$ cat src/rtl/mc_ctrl_irq.sv
// mc_ctrl_irq: multicycle MIPS control FSM with vectored interrupts, precise
// exceptions and a ready/timeout handshake on DM and device accesses.
module mc_ctrl_irq #(
    parameter int          IRQ_W       = 6,
    parameter int          MEM_TIMEOUT = 15,
    parameter logic [23:0] DEV_BASE    = 24'h00007f
) (
    input  logic             clk,
    input  logic             rst,
    input  logic [31:0]      i_instr,
    input  logic [29:0]      i_pr_addr,
    input  logic             i_zero,
    input  logic             i_ovf,
    input  logic [IRQ_W-1:0] i_irq,
    input  logic [IRQ_W-1:0] i_im,
    input  logic             i_ie,
    input  logic             i_exl,
    input  logic             i_mem_ready,
    output logic             o_pc_wr,
    output logic             o_ir_wr,
    output logic             o_gpr_wr,
    output logic [2:0]       o_npc_sel,
    output logic [1:0]       o_gpr_sel,
    output logic [2:0]       o_wd_sel,
    output logic [3:0]       o_alu_op,
    output logic             o_alu_bsel,
    output logic             o_bmode,
    output logic [1:0]       o_ext_op,
    output logic             o_dm_req,
    output logic             o_dm_we,
    output logic             o_pr_req,
    output logic             o_pr_we,
    output logic             o_cp0_we,
    output logic             o_exl_set,
    output logic             o_exl_clr,
    output logic             o_epc_sel,
    output logic [4:0]       o_exc_code,
    output logic [IRQ_W-1:0] o_irq_pend,
    output logic [2:0]       o_state
);
    localparam int CW = $clog2(MEM_TIMEOUT + 1);
    localparam logic [CW-1:0] TO = CW'(MEM_TIMEOUT);

    typedef enum logic [2:0] {S_FETCH, S_DECODE, S_EXEC, S_MEM, S_WB, S_EXC} state_t;

    state_t           r_state, w_next, w_bnd;
    logic [CW-1:0]    r_cnt;
    logic [4:0]       r_exc_code, w_code;
    logic [IRQ_W-1:0] r_irq_pend;

    logic [5:0] w_op, w_fn;
    logic [4:0] w_rs;
    logic w_rtype, w_addu, w_subu, w_slt, w_jr, w_ori, w_lui, w_addi, w_addiu;
    logic w_lw, w_lb, w_sw, w_sb, w_beq, w_j, w_jal, w_cop0, w_eret, w_mfc0, w_mtc0;
    logic w_load, w_store, w_alu, w_valid, w_dev, w_int, w_to, w_req, w_unused;

    assign w_op     = i_instr[31:26];
    assign w_fn     = i_instr[5:0];
    assign w_rs     = i_instr[25:21];
    assign w_unused = &{1'b0, i_instr[20:6], i_pr_addr[5:0]};
    assign w_rtype  = w_op == 6'h00;
    assign w_addu   = w_rtype && w_fn == 6'h21;
    assign w_subu   = w_rtype && w_fn == 6'h23;
    assign w_slt    = w_rtype && w_fn == 6'h2a;
    assign w_jr     = w_rtype && w_fn == 6'h08;
    assign w_ori    = w_op == 6'h0d;
    assign w_lui    = w_op == 6'h0f;
    assign w_addi   = w_op == 6'h08;
    assign w_addiu  = w_op == 6'h09;
    assign w_lw     = w_op == 6'h23;
    assign w_lb     = w_op == 6'h20;
    assign w_sw     = w_op == 6'h2b;
    assign w_sb     = w_op == 6'h28;
    assign w_beq    = w_op == 6'h04;
    assign w_j      = w_op == 6'h02;
    assign w_jal    = w_op == 6'h03;
    assign w_cop0   = w_op == 6'h10;
    assign w_eret   = w_cop0 && w_rs == 5'h10 && w_fn == 6'h18;
    assign w_mfc0   = w_cop0 && w_rs == 5'h00;
    assign w_mtc0   = w_cop0 && w_rs == 5'h04;
    assign w_load   = w_lw | w_lb;
    assign w_store  = w_sw | w_sb;
    assign w_alu    = w_addu | w_subu | w_slt | w_ori | w_lui | w_addi | w_addiu;
    assign w_valid  = w_alu | w_load | w_store | w_beq | w_j | w_jal | w_jr | w_eret | w_mfc0 | w_mtc0;

    assign w_dev = i_pr_addr[29:6] == DEV_BASE;
    assign w_int = (|(i_irq & i_im)) & i_ie & ~i_exl;
    assign w_bnd = w_int ? S_EXC : S_FETCH;
    // A ready arriving in the timeout cycle still completes the access
    assign w_to  = r_cnt == TO && !i_mem_ready;
    assign w_req = r_state == S_MEM && !w_to;

    always_ff @(posedge clk or posedge rst) begin
        if (rst) begin
            r_state    <= S_FETCH;
            r_cnt      <= '0;
            r_exc_code <= '0;
            r_irq_pend <= '0;
        end else begin
            r_state    <= w_next;
            r_cnt      <= (r_state == S_MEM && !i_mem_ready) ? r_cnt + 1'b1 : '0;
            r_exc_code <= (w_next == S_EXC) ? w_code : r_exc_code;
            r_irq_pend <= i_irq & i_im;
        end
    end

    always_comb begin
        w_next = r_state;
        w_code = 5'd0;
        case (r_state)
            S_FETCH:  w_next = S_DECODE;
            S_DECODE: begin
                w_next = w_valid ? S_EXEC : S_EXC;
                w_code = 5'd10;
            end
            S_EXEC: begin
                w_next = (w_addi && i_ovf) ? S_EXC : w_alu ? S_WB : (w_load | w_store) ? S_MEM : w_bnd;
                w_code = (w_addi && i_ovf) ? 5'd12 : 5'd0;
            end
            S_MEM: begin
                w_next = i_mem_ready ? (w_load ? S_WB : w_bnd) : w_to ? S_EXC : S_MEM;
                w_code = i_mem_ready ? 5'd0 : 5'd7;
            end
            S_WB:     w_next = w_bnd;
            default:  w_next = S_FETCH;
        endcase
    end

    always_comb begin
        o_pc_wr    = 1'b0;
        o_ir_wr    = 1'b0;
        o_gpr_wr   = 1'b0;
        o_npc_sel  = 3'b000;
        o_gpr_sel  = w_jal ? 2'b10 : w_rtype ? 2'b01 : 2'b00;
        o_wd_sel   = 3'b000;
        o_alu_op   = (w_addu | w_addiu | w_load | w_store) ? 4'h0 : (w_subu | w_beq) ? 4'h1 :
                     w_ori ? 4'h2 : w_lui ? 4'h3 : w_addi ? 4'h5 : w_slt ? 4'h6 : 4'hf;
        o_alu_bsel = w_ori | w_lui | w_addi | w_addiu | w_load | w_store;
        o_bmode    = w_lb | w_sb;
        o_ext_op   = w_lui ? 2'b10 : w_ori ? 2'b00 : 2'b01;
        o_dm_req   = 1'b0;
        o_dm_we    = 1'b0;
        o_pr_req   = 1'b0;
        o_pr_we    = 1'b0;
        o_cp0_we   = 1'b0;
        o_exl_set  = 1'b0;
        o_exl_clr  = 1'b0;
        o_epc_sel  = 1'b0;
        case (r_state)
            S_FETCH: begin
                o_pc_wr  = 1'b1;
                o_ir_wr  = 1'b1;
                o_alu_op = 4'hf;
                o_ext_op = 2'b11;
                o_wd_sel = 3'b111;
            end
            S_EXEC: begin
                o_pc_wr   = w_beq ? i_zero : (w_j | w_jal | w_jr | w_eret);
                o_gpr_wr  = w_jal | w_mfc0;
                o_npc_sel = w_beq ? 3'b001 : (w_j | w_jal) ? 3'b010 : w_jr ? 3'b100 : w_eret ? 3'b110 : 3'b000;
                o_wd_sel  = w_jal ? 3'b010 : w_mfc0 ? 3'b100 : 3'b000;
                o_cp0_we  = w_mtc0 | w_eret;
                o_exl_clr = w_eret;
            end
            S_MEM: begin
                o_dm_req = w_req & ~w_dev;
                o_dm_we  = w_req & ~w_dev & w_store;
                o_pr_req = w_req & w_dev;
                o_pr_we  = w_req & w_dev & w_store;
            end
            S_WB: begin
                o_gpr_wr = 1'b1;
                o_wd_sel = w_load ? (w_dev ? 3'b011 : 3'b001) : 3'b000;
            end
            S_EXC: begin
                o_pc_wr   = 1'b1;
                o_npc_sel = 3'b101;
                o_exl_set = 1'b1;
                o_cp0_we  = 1'b1;
                o_epc_sel = |r_exc_code;
            end
            default: ;
        endcase
        if (rst) begin
            o_pc_wr   = 1'b0;
            o_ir_wr   = 1'b0;
            o_gpr_wr  = 1'b0;
            o_dm_req  = 1'b0;
            o_dm_we   = 1'b0;
            o_pr_req  = 1'b0;
            o_pr_we   = 1'b0;
            o_cp0_we  = 1'b0;
            o_exl_set = 1'b0;
            o_exl_clr = 1'b0;
        end
    end

    assign o_exc_code = r_exc_code;
    assign o_irq_pend = r_irq_pend;
    assign o_state    = r_state;
endmodule

$ cat config.mk
export PLATFORM = sky130hd
export DESIGN_NAME = mc_ctrl_irq
export DESIGN_NICKNAME = d
export VERILOG_FILES = /design/src/rtl/mc_ctrl_irq.sv
export SDC_FILE = /design/constraint.sdc
export NUM_CORES = 1
export LEC_CHECK = 0
export CORE_ASPECT_RATIO = 0.5
export CORE_MARGIN = 2
export CORE_UTILIZATION = 35
export DETAILED_ROUTE_END_ITERATION = 8
export MAX_ROUTING_LAYER = met4
export PLACE_DENSITY = 0.82
export SLEW_MARGIN = 10
export SYNTH_ARGS = -nofsm -noshare
export SYNTH_HDL_FRONTEND = slang
export SYNTH_SLANG_ARGS = --single-unit
$ cat constraint.sdc
create_clock -name clk -period 2.45 [get_ports clk]
set_clock_uncertainty 0.2 [all_clocks]
set_input_delay 0.3675 -clock clk [delete_from_list [all_inputs] [get_ports clk]]
set_output_delay 0.3675 -clock clk [all_outputs]
set_load 0.01 [all_outputs]
* Yosys cells after proc, flatten, opt, wreduce, memory -nomap -nowiden
Cells that the tools add are included.
W data, S select, Z words.
** Word-level totals
- Bits in registers :: 18
- Latch bits :: 0
- Memory bits (writable) :: 0
- Memory bits (read-only) :: 0
- Bits of input ports :: 81
- Output and inout port bits :: 41
- Memories kept :: 0
** Operators by class
- Add/subtract/negate cells :: 1
- $mul :: 0
- Div/mod/pow operators :: 0
- Magnitude comparators :: 0
- Equal/unequal tests :: 27
- Shifts and indexed selects :: 0
- Multiplexer cells :: 57
- Bitwise operators :: 42
- Reductions and logical operators :: 20
** Operator list (number)
- $mux W3 :: 15
- $eq A6 B6 Y1 const B :: 7
- $mux W4 :: 9
- $or A1 B1 Y1 :: 33
- $eq A6 B4 Y1 const B :: 5
- $eq A24 B7 Y1 const B :: 1
- $mux W1 :: 21
- $pmux W3 S5 :: 1
- $eq A6 B2 Y1 const B :: 2
- $eq A6 B5 Y1 const B :: 2
- $logic_and A1 B1 Y1 :: 12
- $pmux W4 S3 :: 1
- $mux W2 :: 5
- $eq A3 B3 Y1 const B :: 3
- $pmux W3 S3 :: 1
- $and A1 B1 Y1 :: 6
- $and A6 B6 Y6 :: 1
- $eq A3 B2 Y1 const B :: 2
- $eq A6 B3 Y1 const B :: 1
- $logic_not A6 Y1 :: 1
- $pmux W1 S2 :: 3
- $pmux W3 S2 :: 1
- $reduce_or A6 Y1 :: 1
- $eq A5 B3 Y1 const B :: 1
- 10 further kinds :: 12

* Logic depth before layout (Yosys ltp)
Gate-level depths: netlist of the first run.
- Depth in word-level cells :: 20
- Mapped depth :: 8

* Worst setup path before layout of the first run
Ideal clock, no wire load.
- Path kind :: input port to output port
- From :: input port i_instr[0]
- To :: output port o_pc_wr
- Data arrival time :: 1939 ps
- Path slack :: -56 ps
- Cell stages on the path :: 6
- Path buffers :: 0
- Cells stage by stage :: nand2b_1 > or4_1 > or4_4 > a21oi_1 > o21ai_0 > a21oi_1
** Between the ends
- Cells in the longest elaborated chain, start to end :: 7
** Ends and longest elaborated chain
- start: declaration :: line 10 : input logic [31:0] i_instr,
- $eq A6 B4 Y1 :: line 65 : assign w_jr = w_rtype && w_fn == 6'h08;
- $logic_and A1 B1 Y1 :: line 65
- $or A1 B1 Y1 :: line 158 : o_pc_wr = w_beq ? i_zero : (w_j | w_jal | w_jr | w_eret);
- $or A1 B1 Y1 * :: line 158
- $mux W1 * :: line 158
- $pmux W1 S2 * :: line 149 : case (r_state)
- $mux W1 * :: line 184 : if (rst) begin
- end: declaration :: line 19 : output logic o_pc_wr,
Every way passes the cells marked *; elsewhere a longest branch is shown, timed or not.

* Worst setup path in the final report of the first run
Ends and elaborated chain as after synthesis.

==> results of run 1 <==
## placed cells by master (no fill, tap or decap), drive strengths merged, types with 3 or more instances in the layout
cell	n
a21oi	14
a22o	3
a31oi	4
and2	7
buf	96
clkbuf	10
clkdlybuf4s15	7
clkdlybuf4s50	38
dfrtp	17
dlygate4sd2	21
dlymetal6s2s	4
inv	8
nand2	20
nand2b	8
nand3	4
nand3b	6
nor2	29
nor2b	5
nor3	7
nor4	6
nor4b	3
o21ai	7
o31ai	3
or2	3
or3	8
or3b	3
or4	5
## cell type report
cell class / count / share of cell area, %
clock inverter: 1 / 0.150
sequential: 17 / 12.8
tap: 57 / 2.14
multi-input combinational: 178 / 40.3
inverter: 8 / 0.901
clock buffer: 3 / 1.24
timing repair buffer: 173 / 42.4
## stage by stage
step           util, %   TNS, ns
3_5_place_dp      69.7    -18.41
4_1_cts           72.8     -1.04
5_1_grt           75.0     -1.61
2_1_floorplan        -  -0.00716
3_3_place_gp      69.7    -17.75
6_report          75.0    -0.800
## kinds of logic after synthesis
family | count (synthesis) | synth area share (%)
compound gates | 52 | 24.5
xor+xnor | 3 | 1.60
fa+ha+maj | 1 | 0.761
buf+inv | 21 | 5.86
flops | 17 | 25.9
mux | 1 | 0.609
other cells | 1 | 0.228
simple gates | 120 | 40.5
## worst max-delay path by stage
| stage | start | to |
|---|---|---|
| 6_report | i_instr[0] | o_pc_wr |
| 5_1_grt | i_instr[0] | o_pc_wr |
| 4_1_cts | i_instr[0] | o_pc_wr |
| 3_5_place_dp | i_instr[30] | o_alu_op[1] |
| 3_3_place_gp | i_instr[0] | o_pc_wr |
| 2_1_floorplan | i_instr[28] | o_pc_wr |
## synth_stat cells, drive strengths merged (2+ instances only)
cell type  count
nor2          29
nand2         20
dfrtp         17
a21oi         14
clkbuf         8
inv            8
nand2b         8
or3            8
and2           7
nor3           7
o21ai          7
nand3b         6
nor4           6
buf            5
nor2b          5
or4            5
a31oi          4
nand3          4
a22o           3
nor4b          3
o31ai          3
or2            3
or3b           3
a221oi         2
o221ai         2
o22ai          2
o41ai          2
xnor2          2
## worst reg2reg max path: cells and delay by family (launching register included)
| family | cells | cell delay (ns) |
|---|---|---|
| flops | 1 | 0.46 |
| simple gates | 3 | 0.82 |
| compound gates | 3 | 0.38 |
| buf+inv | 3 | 0.41 |
## repair_timing
| action | in CTS | in global routing |
|---|---|---|
| resized for setup | 162 | 45 |
| hold buffers | 0 | 0 |
| pin swaps | 30 | 20 |
| setup buffers | 8 | 5 |
| endpoints found under the setup margin | 31 | 29 |
## registers in the layout (all words and copies together) (netlist names)
name / flops
o_irq_pend: 6
o_exc_code: 4
r_cnt: 4
o_state: 3
## power groups by stage
| stage | Clock (uW) | Sequential [uW] | Combinational (uW) |
|---|---|---|---|
| after floorplan | 0 | 356 | 397 |
| after global placement | 0 | 358 | 933 |
| after detailed placement | 0 | 360 | 955 |
| after CTS | 218 | 354 | 937 |
| after global routing | 230 | 368 | 1080 |
| final | 218 | 367 | 1010 |
## layer usage
layer / wire length (um) / GRT usage, %
met5: 0 / -
met4: 170 / 10.1
met3: 302 / 2.40
met2: 3840 / 50.1
met1: 3090 / 34.1
==> results.sh, run 1 <==
export IMPL_crit_path_frequent_cell="or4_4"
export IMPL_p_total_uw=1600
export IMPL_slowest_stage="or4_4"
export IMPL_cts_tree="yes"
export IMPL_violations="negative setup slack"
export IMPL_rows=17
export IMPL_timing_rr_start="o_state[2]$_DFF_PP0_"
export IMPL_grt_max_degree=18
export IMPL_cp_max_fo=4
export IMPL_worst_path_largest_cell_delay_ns=0.53
export IMPL_arrival_ns=2.09
export IMPL_grt_usage_pct=28.1
export IMPL_synth_top_cell_area_share_pct=25.9
export IMPL_io_buffer_count=99
export IMPL_netlist_area_um2=1640
export IMPL_regArea_um2=428
export IMPL_max_slew_margin_pct=56.2
export IMPL_reg2reg_slack_ns=0.09
export IMPL_htree_levels=1
export IMPL_cts_sinks=17
export IMPL_cp_cell_sequence="buf_6 > nand2b_4 > or4_4 > or4_4 > a21oi_2 > o21ai_1 > a21oi_1 > buf_2"
export IMPL_drtAntennaViolNets=0
export IMPL_ys_flop_type="dfrtp_1"
export IMPL_p_comb_share_pct=63.4
export IMPL_worst_slew_pin_slew_ns=0.656
export IMPL_grt_overflow=0
export IMPL_synth_edff_count=0
export IMPL_dp_slack_ns=-0.868
export IMPL_max_clock_path_buffers=2
export IMPL_power_internal_uw=950
export IMPL_wl_um=7410
export IMPL_place_area_um2=3100
export IMPL_dp_cells=420
export IMPL_cts_buffers=3
export IMPL_grt_pass1_vias=2367
export IMPL_reg2reg_depth=9
export IMPL_antenna_found_initial=0
export IMPL_setup_viol=8
export IMPL_die_y_um=52.4
export IMPL_drtIter0Drc=111
export IMPL_drive_gt1_share_pct=42.9
export IMPL_syn_area_per_cell_um2=7.61
export IMPL_maxSlewViolCount=0
export IMPL_hp_class="reg2reg"
export IMPL_period_needed_ns=2.66
export IMPL_die_w_um=101
export IMPL_initial_core_util_pct=37.0
export IMPL_finalHoldViolCount=0
export IMPL_rsz0062_at_grt="yes"
export IMPL_fin_nets=463
export IMPL_path_depth=8
export IMPL_clkPwrFrac_pct=13.6
export IMPL_hpwl_um=5550
export IMPL_whs_path_depth=1
export IMPL_clk_latency_ns=0.26
export IMPL_multi_input_area_um2=1340
export IMPL_critPathKind="in2out"
export IMPL_status="finished with violations"
export IMPL_wl_per_cell_um=17.0
export IMPL_swShare_pct=40.6
export IMPL_holdWs_ns=0.262
export IMPL_synth_top_cell_by_area="dfrtp_1"
export IMPL_num_vias=2368
export IMPL_ys_ff_latch=17
export IMPL_core_area_um2=4450
export IMPL_routed_via_density=5.42
export IMPL_required_ns=1.88
export IMPL_pin_count=122
export IMPL_gp_congestion=0.911
export IMPL_reg2reg_to="o_exc_code[3]$_DFFE_PP0N_"
export IMPL_crit_buf_inv=2
export IMPL_period_share_pct=108
export IMPL_yosys_warnings=0
export IMPL_ir_drop_mv=0.244
export IMPL_synthCells=216
export IMPL_drtPass1Iterations=5
export IMPL_syn_nets=298
export IMPL_area_growth_pct=103
export IMPL_path_delay_family="simple AND/OR/NAND/NOR gates"
export IMPL_fillers=322
export IMPL_stdcell_count=437
export IMPL_fp_dieArea_um2=5290
export IMPL_fin_area_um2=3330
export IMPL_end_kind="primary output"
export IMPL_worst_slack_ns=-0.206
export IMPL_antenna_cells=0
export IMPL_power_frac_seq_pct=23.0
export IMPL_seq_area_frac_synth_pct=25.9
export IMPL_start_kind="primary input"
export IMPL_maxCapViolations=0
export IMPL_netlist_top_cells_area="dfrtp_1 (26%), nor2_1 (6.6%), nand2_1 (4.3%), a21oi_1 (4.3%), nand2b_1 (3.0%)"
export IMPL_power_density_nw_per_um2=479
export IMPL_power_switching_uw=648
export IMPL_cts_root_buf="clkbuf_8"
export IMPL_grt_pass1_wl_um=11300
export IMPL_clkSlewWorstSetupHoldPaths_ns=0.06
export IMPL_leakage_uw=0.00149
export IMPL_fmax_mhz=377
export IMPL_drc=0
export IMPL_min_from="r_cnt[0]$_DFF_PP0_"
export IMPL_yosysUniqueCellTypes=55
export IMPL_min_to="r_cnt[0]$_DFF_PP0_"
export IMPL_postSynth_asyncResetShare_pct=100
Power figures use the tool's default switching activity.
==> inputs of run 2 (changes only) <==
==> constraint.sdc (replaced) <==
create_clock -name clk -period 2.45 [get_ports clk]
set_clock_uncertainty 0.2 [all_clocks]
set_input_delay 0.3675 -clock clk [delete_from_list [all_inputs] [get_ports clk]]
set_output_delay 0.3675 -clock clk [all_outputs]
set_load 0.005 [all_outputs]
==> run 2 against run 1 <==
  * The flow still finishes with violations (negative setup slack)
  * Critical path depth did not move
  * Global-route usage rose by 0.44 points
  * Maximum frequency fell by 1.6%
  * Wire length fell by 2.1%
  * Register-to-register slack improved by 0.02 ns
  * Setup slack got worse by 0.042 ns
  * Core utilization fell by 0.42 points
==> results.sh, run 2 (synthesis results as in run 1) <==
export IMPL_status="finished with violations"
export IMPL_violations="negative setup slack"
export IMPL_pin_count=122
export IMPL_grt_usage_pct=28.5
export IMPL_layout_cells_most_common_list="buf_4 (63), clkdlybuf4s50_1 (47), nor2_1 (24)"
export IMPL_ir_drop_mv=0.253
export IMPL_largest_reg_flops=6
export IMPL_power_density_nw_per_um2=458
export IMPL_rsz0062_at_grt="yes"
export IMPL_die_y_um=52.4
export IMPL_drtAntennaViolNets=0
export IMPL_die_w_um=101
export IMPL_max_clock_path_buffers=2
export IMPL_wl_per_cell_um=16.8
export IMPL_maxSlewViolCount=0
export IMPL_io_buffer_count=99
export IMPL_wl_um=7260
export IMPL_cp_cell_sequence="buf_6 > nand2b_4 > or4_4 > or4_4 > a21oi_2 > o21ai_1 > a21oi_1 > buf_2"
export IMPL_rows=17
export IMPL_area_growth_pct=102
export IMPL_gp_congestion=0.929
export IMPL_setup_viol=9
export IMPL_critPathKind="in2out"
export IMPL_worst_slack_ns=-0.248
export IMPL_clkSlewWorstSetupHoldPaths_ns=0.07
export IMPL_worst_path_largest_cell_delay_ns=0.54
export IMPL_clk_latency_ns=0.26
export IMPL_fp_dieArea_um2=5290
export IMPL_grt_pass1_vias=2391
export IMPL_cts_tree="yes"
export IMPL_hold_buffers=0
export IMPL_worst_slew_pin_slew_ns=0.632
export IMPL_hp_class="reg2reg"
export IMPL_end_kind="primary output"
export IMPL_num_vias=2381
export IMPL_core_area_um2=4450
export IMPL_initial_core_util_pct=37.0
export IMPL_fin_nets=458
export IMPL_cts_buffers=3
export IMPL_period_needed_ns=2.70
export IMPL_fillers=329
export IMPL_htree_levels=1
export IMPL_drive_gt1_share_pct=41.9
export IMPL_slowest_stage="or4_4"
export IMPL_cp_max_fo=3
export IMPL_drc=0
export IMPL_antenna_found_initial=0
export IMPL_routed_via_density=5.51
export IMPL_path_delay_family="simple AND/OR/NAND/NOR gates"
export IMPL_grt_pass1_wl_um=11400
export IMPL_final_common_cell="buf_4"
export IMPL_p_total_uw=1520
export IMPL_arrival_ns=2.13
export IMPL_drtIter0Drc=149
export IMPL_required_ns=1.88
export IMPL_drtPass1Iterations=5
export IMPL_period_share_pct=110
export IMPL_holdWs_ns=0.267
export IMPL_start_kind="primary input"
export IMPL_leakage_uw=0.00142
export IMPL_finalHoldViolCount=0
export IMPL_grt_overflow=0
export IMPL_hpwl_um=5480
export IMPL_maxCapViolations=0
export IMPL_crit_path_frequent_cell="or4_4"
export IMPL_cts_root_buf="clkbuf_8"
export IMPL_cts_sinks=17
export IMPL_antenna_cells=0
export IMPL_max_slew_margin_pct=57.8
export IMPL_grt_max_degree=18
export IMPL_fmax_mhz=371
export IMPL_crit_buf_inv=2
[run 2: final cells by class]
class	count	area, um^2	share of cell area (%)
sequential	17	428	12.9
clock buffer	3	41.3	1.25
tap	57	71.3	2.15
timing repair buffer	168	1380	41.7
multi-input combinational	178	1360	41.0
clock inverter	1	5.00	0.151
inverter	8	30.0	0.906
[run 2: worst reg2reg max path: stages (launching register included)]
cell and delay [ns]:
dfrtp_1 0.47, buf_4 0.20, or2_2 0.33, and3_1 0.21, a221oi_1 0.31, o2bb2a_4 0.19, o21ba_4 0.18, mux2i_1 0.18
[run 2: layer usage]
layer  track usage, %  vias up  routed length, um
li1                 -     1110                  -
met1             32.9     1155               2880
met2             52.4      105               3900
met3             4.13       11                384
met4             9.01        0                 91
met5                -        -                  0
[run 2: worst paths after layout]
| kind | from | end | slack [ns] | cells after the start |
|---|---|---|---|---|
| min | r_cnt[0]$_DFF_PP0_ | r_cnt[0]$_DFF_PP0_ | 0.27 | 1 |
| max reg2reg | o_state[1]$_DFF_PP0_ | o_exc_code[2]$_DFFE_PP0N_ | 0.11 | 7 |
| min in group asynchronous | rst | o_state[1]$_DFF_PP0_ | 0.55 | 3 |
| max | i_instr[0] | o_pc_wr | -0.25 | 8 |
| min reg2reg | r_cnt[0]$_DFF_PP0_ | r_cnt[0]$_DFF_PP0_ | 0.27 | 1 |
| max in group asynchronous | rst | o_state[2]$_DFF_PP0_ | 1.05 | 3 |
[run 2: where the power goes]
part / internal (uW) / switching, uW
sequential: 316 / 49.8
clock: 113 / 102
combinational: 496 / 440
[run 2: timing repair]
action,4_1_cts,5_1_grt
pin swaps,34,21
setup buffers,8,2
endpoints found under the setup margin,31,27
gates resized for setup,169,29
[run 2: through the flow]
stage          area [um^2]  worst slack [ns]  TNS [ns]  util [%]  instances
6_report              3310            -0.248     -1.29      74.5        432
5_1_grt               3310            -0.289     -1.81      74.5        432
4_1_cts               3230            -0.261     -1.05      72.8        430
3_5_place_dp          3080             -1.01    -19.07      69.3        418
3_3_place_gp          3080            -0.958    -18.61      69.3        418
2_1_floorplan         1640            0.0150         0         -        216
==> inputs of run 3 (changes only) <==
--- a/config.mk
+++ b/config.mk
@@ -11,6 +11,7 @@
 export DETAILED_ROUTE_END_ITERATION = 8
 export MAX_ROUTING_LAYER = met4
 export PLACE_DENSITY = 0.82
+export RECOVER_POWER = 100
 export SLEW_MARGIN = 10
 export SYNTH_ARGS = -nofsm -noshare
 export SYNTH_HDL_FRONTEND = slang
==> constraint.sdc (replaced) <==
create_clock -name clk -period 2.45 [get_ports clk]
set_clock_uncertainty 0.2 [all_clocks]
set_input_delay 0.6125 -clock clk [delete_from_list [all_inputs] [get_ports clk]]
set_output_delay 0.6125 -clock clk [all_outputs]
set_load 0.005 [all_outputs]
==> run 3 against run 2 <==
  * The flow still finishes with violations (negative setup slack)
  * Largest power group unchanged
  * Die area unchanged
  * Sequential power fell by 4%
  * Critical endpoint unchanged
  * Via count increased by 24%
  * Total power rose by 19%
  * Critical path type unchanged
  * Critical path depth rose by 1
  * Combinational power grew 32%
  * Non-clock buffer count up 41
  * Global-route usage is 6.3 points higher
  * Core utilization is 13 points higher
  * Sequential share of layout area shrank 1.9 points
==> results.sh, run 3 (synthesis results as in run 1) <==
export IMPL_rsz0062_at_grt="yes"
export IMPL_top_usage_layer="met2"
export IMPL_arrival_ns=2.52
export IMPL_period_share_pct=136
export IMPL_reg2reg_slack_ns=0.02
export IMPL_hp_class="reg2reg"
export IMPL_reg2reg_to="o_exc_code[3]$_DFFE_PP0N_"
export IMPL_setup_tns_ns=-12.53
export IMPL_min_from="r_cnt[0]$_DFF_PP0_"
export IMPL_fp_dieArea_um2=5290
export IMPL_drive_gt1_share_pct=57.9
export IMPL_routed_via_density=6.22
export IMPL_initial_core_util_pct=37.0
export IMPL_wl_per_cell_um=23.3
export IMPL_clkPwrFrac_pct=11.9
export IMPL_clk_latency_ns=0.26
export IMPL_fillers=199
export IMPL_drc=0
export IMPL_core_area_um2=4450
export IMPL_drtAntennaViolNets=0
export IMPL_setup_viol=30
export IMPL_cts_tree="yes"
export IMPL_rows=17
export IMPL_violations="negative setup slack"
export IMPL_critPathKind="in2out"
export IMPL_power_internal_uw=1020
export IMPL_clkSlewWorstSetupHoldPaths_ns=0.06
export IMPL_fmax_mhz=300
export IMPL_max_slew_margin_pct=37.4
export IMPL_leakage_uw=0.00174
export IMPL_final_common_cell="buf_4"
export IMPL_grt_pass1_wl_um=13700
export IMPL_cp_max_fo=3
export IMPL_grt_max_degree=18
export IMPL_hold_buffers=0
export IMPL_drtIter0Drc=195
export IMPL_die_y_um=52.4
export IMPL_maxSlewViolCount=0
export IMPL_grt_overflow=0
export IMPL_io_buffer_count=99
export IMPL_maxCapViolations=0
export IMPL_grt_pass1_vias=2744
export IMPL_hpwl_um=6010
export IMPL_cts_root_buf="clkbuf_8"
export IMPL_worst_slew_pin_slew_ns=0.939
export IMPL_stdcell_count=473
export IMPL_antenna_cells=0
export IMPL_power_frac_seq_pct=19.5
export IMPL_pin_count=122
export IMPL_crit_path_start="i_instr[0]"
export IMPL_wl_um=11000
export IMPL_reg2reg_depth=8
export IMPL_area_growth_pct=136
export IMPL_max_clock_path_buffers=2
export IMPL_gp_congestion=0.861
export IMPL_met1_usage_pct=40.5
export IMPL_use_met3_pct=6.27
export IMPL_dp_cells=426
export IMPL_finalHoldViolCount=0
export IMPL_holdWs_ns=0.336
export IMPL_htree_levels=1
export IMPL_start_kind="primary input"
export IMPL_status="finished with violations"
export IMPL_grt_usage_pct=34.8
export IMPL_required_ns=1.64
export IMPL_ir_drop_mv=0.268
export IMPL_end_kind="primary output"
export IMPL_num_vias=2943
export IMPL_swShare_pct=43.2
export IMPL_min_to="r_cnt[0]$_DFF_PP0_"
export IMPL_power_density_nw_per_um2=465
export IMPL_power_switching_uw=777
export IMPL_worst_slack_ns=-0.878
export IMPL_cts_sinks=17
export IMPL_layout_cells_most_common_list="buf_4 (74), buf_6 (39), buf_2 (33)"
export IMPL_grt_met2_usage_pct=61.4
export IMPL_cts_buffers=3
export IMPL_largest_reg_flops=6
export IMPL_drtPass1Iterations=5
export IMPL_p_comb_share_pct=68.7
export IMPL_die_w_um=101
export IMPL_fin_nets=499
export IMPL_antenna_found_initial=0
export IMPL_timing_rr_start="o_state[1]$_DFF_PP0_"
export IMPL_whs_path_depth=2
export IMPL_period_needed_ns=3.33
[run 3: changes by cell type in the layout (fill, tap and decap cells not counted), moves of 8 or more]
cell             previous run  this run
buf_6                       8        39
clkdlybuf4s50_1            47        18
dlygate4sd3_1               0        13
dlygate4sd2_1              23        11
buf_2                      22        33
buf_4                      63        74
nor2_1                     24        16
[run 3: power by group through the flow]
stage	sequential, uW	clock (uW)	combinational, uW
after floorplan	344	0	381
after global placement	349	0	963
after detailed placement	347	0	986
after CTS	341	213	1060
after global routing	350	225	1260
final	351	213	1240
[run 3: worst max-delay path by stage]
stage | slack [ns] | cells past startpoint | end
global placement | -1.27 | 9 | o_pc_wr
CTS | -0.84 | 9 | o_pc_wr
finish | -0.88 | 9 | o_pc_wr
floorplan | -0.42 | 7 | o_pc_wr
global route | -0.90 | 9 | o_pc_wr
detailed placement | -1.30 | 7 | o_alu_op[3]
[run 3: area by class of cell]
class	count	area [um^2]	share of cell area, %
clock inverter	1	5.00	0.129
inverter	8	33.8	0.872
tap	57	71.3	1.84
clock buffer	3	41.3	1.07
timing repair buffer	209	1730	44.7
sequential	17	425	11.0
multi-input combinational	178	1570	40.5
[run 3: repair_timing]
item                                    CTS  global route
endpoints found under the setup margin   34            32
resized for setup                       311            50
pin swaps                                45            33
buffers inserted                         31            17
[run 3: stage by stage]
step,worst slack (ns),area (um^2),util (%),power (uW)
2_1_floorplan,-0.419,1720,-,725
3_3_place_gp,-1.27,3200,71.9,1310
3_5_place_dp,-1.30,3200,71.9,1330
4_1_cts,-0.839,3680,82.8,1610
5_1_grt,-0.895,3870,87.2,1840
6_report,-0.878,3870,87.2,1800
[run 3: layer usage]
layer / share of wire (%) / wire (um) / vias to the layer above
met5: 0 / 0 / -
met4: 7.2 / 797 / 0
met3: 10 / 1110 / 94
met2: 47 / 5190 / 266
met1: 36 / 3930 / 1388
li1: - / - / 1195
[run 3: worst max-delay path, cell delays in order]
cell and delay, ns:
buf_6 0.09, nand2b_4 0.13, or4_4 0.52, or4_4 0.55
buf_6 0.14, a21oi_4 0.13, o21ai_2 0.08, a21oi_2 0.12
buf_2 0.14
